--- src/rtl/uart_ram_loader.sv ---
// uart_ram_loader: parses framed UART bytes into memory-bus writes and replies with a checksum status byte
module uart_ram_loader #(
    parameter int TIMEOUT_CYCLES = 1_000_000,
    parameter logic [7:0] SYNC_BYTE = 8'hA5
) (
    input  logic        hwclk,
    input  logic        reset,
    input  logic [7:0]  rxdata,
    input  logic        rxready,
    output logic        rxclk,
    output logic [7:0]  txdata,
    input  logic        txready,
    output logic        txclk,
    output logic [15:0] mem_addr,
    output logic [7:0]  mem_wdata,
    output logic        mem_read_en,
    output logic        busy,
    output logic        done,
    output logic        error
);
    localparam int TW = $clog2(TIMEOUT_CYCLES + 1);
    typedef enum logic [2:0] {IDLE, ADDR_HI, ADDR_LO, LEN, DATA, WRITE, CHECK, SEND} state_t;
    state_t state, state_nx;
    logic hold2, accept, timed, timeout;
    logic [15:0] ptr;
    logic [8:0] cnt;
    logic [7:0] sum, data, status;
    logic [TW-1:0] tcnt;
    // rxclk and hold2 blank the two cycles after a pop while the UART refreshes rxready
    assign accept = rxready && !rxclk && !hold2 && state != WRITE && state != SEND;
    assign timed = state != IDLE && state != WRITE && state != SEND;
    assign timeout = timed && !accept && tcnt == TW'(TIMEOUT_CYCLES - 1);
    assign busy = state != IDLE;
    assign mem_read_en = state != WRITE;
    assign mem_addr = ptr;
    assign mem_wdata = state == WRITE ? data : 8'h00;
    assign txdata = status;
    assign txclk = state == SEND && txready;
    assign done = txclk;
    assign error = txclk && status != 8'h4B;
    always_comb begin
        state_nx = state;
        case (state)
            IDLE:    if (accept && rxdata == SYNC_BYTE) state_nx = ADDR_HI;
            ADDR_HI: if (accept) state_nx = ADDR_LO;
            ADDR_LO: if (accept) state_nx = LEN;
            LEN:     if (accept) state_nx = DATA;
            DATA:    if (accept) state_nx = WRITE;
            WRITE:   state_nx = cnt == 9'd1 ? CHECK : DATA;
            CHECK:   if (accept) state_nx = SEND;
            SEND:    if (txready) state_nx = IDLE;
            default: state_nx = IDLE;
        endcase
        if (timeout) state_nx = SEND;
    end
    always_ff @(posedge hwclk) begin
        state <= reset ? IDLE : state_nx;
    end
    always_ff @(posedge hwclk) begin
        if (reset) begin
            rxclk <= 1'b0;
            hold2 <= 1'b0;
            ptr <= 16'd0;
            cnt <= 9'd0;
            sum <= 8'd0;
            data <= 8'd0;
            status <= 8'd0;
            tcnt <= '0;
        end else begin
            rxclk <= accept;
            hold2 <= rxclk;
            tcnt <= (accept || !timed) ? '0 : tcnt + TW'(1);
            if (accept) begin
                case (state)
                    IDLE:    sum <= 8'd0;
                    ADDR_HI: ptr[15:8] <= rxdata;
                    ADDR_LO: ptr[7:0] <= rxdata;
                    LEN:     cnt <= {rxdata == 8'd0, rxdata};
                    DATA:    data <= rxdata;
                    CHECK:   status <= rxdata == sum ? 8'h4B : 8'h45;
                    default: ;
                endcase
            end
            if (state == WRITE) begin
                sum <= sum + data;
                ptr <= ptr + 16'd1;
                cnt <= cnt - 9'd1;
            end
            if (timeout) status <= 8'h54;
        end
    end
endmodule

--- config.mk ---
export PLATFORM = sky130hd
export DESIGN_NAME = uart_ram_loader
export DESIGN_NICKNAME = d
export VERILOG_FILES = /design/src/rtl/uart_ram_loader.sv
export SDC_FILE = /design/constraint.sdc
export NUM_CORES = 1
export LEC_CHECK = 0
export CAP_MARGIN = 5
export CORE_MARGIN = 2
export CORE_UTILIZATION = 30
export DETAILED_ROUTE_END_ITERATION = 8
export GPL_TIMING_DRIVEN = 0
export SLEW_MARGIN = 10
export SYNTH_ARGS = -nofsm -noshare
export SYNTH_HDL_FRONTEND = slang
export SYNTH_SLANG_ARGS = --single-unit
--- constraint.sdc ---
create_clock -name hwclk -period 5.1 [get_ports hwclk]
set_clock_uncertainty 0.1 [all_clocks]
set_input_delay 1.53 -clock hwclk [delete_from_list [all_inputs] [get_ports hwclk]]
set_output_delay 1.53 -clock hwclk [all_outputs]
set_load 0.005 [all_outputs]
After elaboration in Yosys (flattened, before gate mapping)
Cells that the tools add are included.
{ "word_totals": {"regBits": 72, "latchBits": 0, "ram_bits": 0, "mem_bits_ro": 0, "inputBits": 12, "output_inout_bits": 38, "n_memories": 0} }
{ "classes": {"add_sub_neg": 4, "multipliers": 0, "div": 0, "n_lt_le_gt_ge": 0, "eq_ne": 21, "n_shift": 0, "mux": 25, "n_bitwise": 0, "reduce_logical": 36} }
{ "ops": {"columns": ["op", "n"], "rows": [
  ["2-to-1 mux 8 bit", 6],
  ["2-to-1 mux 16 bit", 2],
  ["2-to-1 mux 9 bit", 3],
  ["inequality test 3 bit (second input constant)", 9],
  ["2-to-1 mux 3 bit", 8],
  ["one-hot mux 3 bit (8 select lines)", 1],
  ["2-to-1 mux 7 bit", 3],
  ["adder 20 x 1 -> 20 bit (second input constant)", 1],
  ["equality test 20 bit (second input constant)", 1],
  ["adder 16 x 1 -> 16 bit (second input constant)", 1],
  ["AND reduction 2 bit", 7],
  ["nonzero test 2 bit", 7],
  ["equality test 3 bit (second input constant)", 4],
  ["logical AND 1 bit", 11],
  ["equality test 9 x 1 -> 1 bit (second input constant)", 1],
  ["subtractor 9 x 1 -> 9 bit (second input constant)", 1],
  ["adder 8 bit", 1],
  ["equality test 8 bit", 1],
  ["equality test 8 bit (second input constant)", 1],
  ["logical NOT 8 bit", 1],
  ["inequality test 7 bit (second input constant)", 1],
  ["AND reduction 7 bit", 1],
  ["equality test 3 x 2 -> 1 bit (second input constant)", 2],
  ["logical NOT 1 bit", 4],
  ["other kinds (7)", 8]
]} }

Logic depth before layout (Yosys ltp)
{ "depth": {"word_depth": 10, "depth_mapped": 9, "depth_no_buf": 8} }

Worst setup path after synthesis
Ideal clock, no wire load.
{ "synth_path": {"kind": "input to output", "startpoint": "input txready", "endpoint": "output error", "arrival_time_ns": 1.970, "required_time_ns": 3.470, "path_slack_ns": 1.500, "path_stages": 3, "path_buffers": 0, "cell_sequence": "nand3_1 -> nor2_1 -> o41a_1"} }
{ "synth_via": {"elab_chain_cells": 2} }
{ "synth_lines": {"columns": ["item", "line", "text"], "rows": [
  ["start: declaration", "12", "input logic txready,"],
  ["logical AND 1 bit", "38", "assign txclk = state == SEND && txready;"],
  ["named net done", "18", "output logic done,"],
  ["logical AND 1 bit", "40", "assign error = txclk && status != 8'h4B;"],
  ["end: declaration", "19", "output logic error"]
]} }
The timed path passes the listed nets, and every way through them passes these cells.

Worst setup path after layout
{ "layout_path": {"startpoint": "input txready", "endpoint": "output error"} }
{ "layout_via": {"elab_chain_cells": 2} }
{ "layout_lines": {"columns": ["item", "line"], "rows": [
  ["logical AND 1 bit", "38"],
  ["logical AND 1 bit", "40"]
]} }
No other way between the ends.

==> results.yml <==
synthesis:
  synth-edff-count: 0
  synth_warnings: 0
  synth_area_per_cell_sq_um: 8.26
  syn_area_sq_um: 3910
  seq_area_frac_synth: 0.364
  synth_top_area_frac: 0.364
  async_reset_ff_frac: 0
  netlist_instances: 473
  synth_top_flop_cell: "dfxtp_1"
  ys_ff_latch: 71
  synth.area.top_cells: "dfxtp_1 (36%), nor2_1 (6.5%), xnor2_1 (4.3%)"
  ys_types: 65
  yosysTopAreaCell: "dfxtp_1"
sta:
  finalCritPeriodShare: 0.935
  setup_violations: 0
  period_needed_ps: 4770
  maxSlewHeadroom: 0.463
  hold_viol_final: 0
  worst_slew_pin_slew_ps: 799
  tns_ps: 0
  rsz0062_at_grt: "false"
  clock.fmax_ghz: 0.210
  drv_slew: 0
worst_setup_path:
  max_stage_delay_ps: 520
  reg2reg_slack_ps: 2780
  r2r-start: "rxclk$_SDFF_PP0_"
  start_kind: "primary input"
  cp-end-kind: "output pin"
  crit_fanout: 3
  slowest_stage: "clkdlybuf4s50_1"
  path_cells: "clkdlybuf4s50_1, nand3_1, nor2_1, o41a_1, clkdlybuf4s50_1"
  crit_family: "buffers and inverters"
  arrival_ps: 3140
  r2r_end: "mem_addr[6]$_SDFFE_PP0P_"
  crit_buf_inv: 2
  required_ps: 3470
  crit_top_cell: "clkdlybuf4s50_1"
  critPathKind: "in2out"
  r2r_cells: 8
worst_hold_path:
  whs_path_depth: 1
  hold_end: "tcnt[0]$_SDFF_PP0_"
  hold_class: "reg2reg"
  min-delay-start: "tcnt[0]$_SDFF_PP0_"
die:
  die_x_microns: 118
  ioPinCount: 50
  die-height_microns: 118
  fp.coreArea_sq_um: 12700
  die_area_sq_um: 14000
  initial_utilization: 0.308
  placement_rows: 41
status:
  outcome: "finished, final reports clean"
routing:
  antenna_left: 0
  wire_per_inst_microns: 15.2
  viasPerCell: 5.21
  num_vias: 3670
  wl_mm: 10.7
  drc_errors: 0
  drtIter0Drc: 248
  first_pass_iters: 5
clock_network:
  cts_tree: "done"
  cts_resized: 0
  clock-sinks: 71
  path_clk_slew_ps: 50
  root_buffer: "clkbuf_16"
  cts_buffers: 9
  cts_setup_buffers: 0
  cts_hold_buf: 0
  h-tree-depth: 3
  cts.path.max_buffers: 2
  clk_latency_ps: 340
power:
  power.switching_uw: 300
  p_total_mw: 1.26
  power_frac_comb: 0.051
  clockPowerShare: 0.504
  p_seq_frac: 0.445
  leakage_nw: 1.73
  switching_share: 0.237
  power_density_nw_per_um2: 260
  internal_power_uw: 962
  ir_worst_vdd_v: 0.000123
finish:
  layoutNonFillerInstCount: 705
  final_nets: 552
  areaGrowthSynthToFinish_pct: 24.2
  antenna_cells: 0
  nFillCells: 1290
  drive_above_1_share: 0.0788
global_routing:
  gr-total-overflow: 0
  grt_max_degree: 14
  grt_pass1_wl_mm: 17.3
  track_usage: 0.154
  grt_pass1_vias: 3471
  antenna_found_initial: 0
place:
  dp.cells: 689
  dp_hpwl_mm: 7.45
  numPortBuffers: 43
  globalplace.congestion: 0.901
flow_run:
  max-cap-violations: 0
[power groups by stage]
stage	Combinational, mW	Clock, mW	Sequential [mW]
floorplan	0.0347	0	0.573
global placement	0.0637	0	0.573
detailed placement	0.0638	0	0.573
CTS	0.0641	0.649	0.561
global route	0.0691	0.674	0.561
finish	0.0644	0.637	0.561
[synthesized netlist by cell type, types with 6 or more instances]
cell type,number
a22oi_1,7
buf_4,6
o21ai_0,18
clkbuf_1,23
nor2_1,68
and3_1,9
or3_1,9
a31oi_1,7
nand2_1,32
and2_1,12
ha_1,11
xor2_1,11
a21oi_1,32
nor3_1,11
nand4_1,10
inv_1,9
a211oi_1,8
nand3_1,18
xnor2_1,19
mux2i_1,8
dfxtp_1,71
[metrics by stage]
step / utilization / area (sq um) / hold slack (ps) / worst slack, ps
6_report: 0.383 / 4850 / 368 / 332
3_5_place_dp: 0.360 / 4560 / 355 / 323
4_1_cts: 0.383 / 4850 / 372 / 308
2_1_floorplan: - / 3910 / 330 / 1500
5_1_grt: 0.383 / 4850 / 387 / 239
3_3_place_gp: 0.360 / 4560 / 342 / 347
[registers in the layout, indices dropped and copies added, names as in the netlist]
name / flops
mem_addr: 16
hold2: 1
sum: 8
rxclk: 1
txdata: 5
tcnt: 20
state: 3
data: 8
cnt: 9
[kinds of logic after synthesis]
family,Yosys count,share of synthesized area
buf+inv,45,0.0596
mux,8,0.0205
xor+xnor,30,0.0672
fa+ha+maj,12,0.0403
simple gates,202,0.274
compound gates,104,0.174
flops,71,0.364
other cells,1,0.000960
[worst register-to-register path, delay by kind of cell, from the launching register on]
family,cells,cell delay (ps)
AOI/OAI and AO/OA,2,320
DFF,1,330
buffers and inverters,2,450
and+or+nand+nor,4,990
[layer usage]
layer,vias up,GRT usage,part of all wire
li1,1798,-,-
met2,125,0.245,0.46
met3,23,0.0257,0.052
met5,-,0,0
met1,1724,0.204,0.46
met4,0,0.0730,0.026
[worst max-delay path by stage]
stage | from | end | slack, ps | depth (start not counted)
final | txready | error | 330 | 5
after global routing | txready | error | 240 | 5
after CTS | txready | error | 310 | 5
after detailed placement | txready | error | 320 | 5
after global placement | txready | error | 350 | 5
after floorplan | txready | error | 1500 | 3
[layout make-up]
| cell class | instances | area [sq um] | area share |
|---|---|---|---|
| Sequential cell | 71 | 1420 | 0.293 |
| Clock inverter | 7 | 72.6 | 0.0149 |
| Inverter | 10 | 37.5 | 0.00773 |
| Tap cell | 172 | 215 | 0.0443 |
| Timing Repair Buffer | 43 | 430 | 0.0887 |
| Clock buffer | 9 | 225 | 0.0464 |
| Buffer | 35 | 195 | 0.0402 |
| Multi-Input combinational cell | 358 | 2260 | 0.465 |
[cell usage in the layout, fill, tap and decap left out, drive strengths merged, types with 4 or more instances in the layout]
master	instances
nand3	18
inv	11
a21oi	32
a31oi	7
nand2	32
nor3	14
clkdlybuf4s50	43
a211oi	8
nand4	10
o211ai	4
mux2i	8
clkbuf	36
nor2	68
dfxtp	71
xnor2	19
or3	10
o21ai	18
ha	11
a22oi	7
and2	12
xor2	11
and3	10
buf	8
or4	4
and4	4
Power figures use the tool's default switching activity.
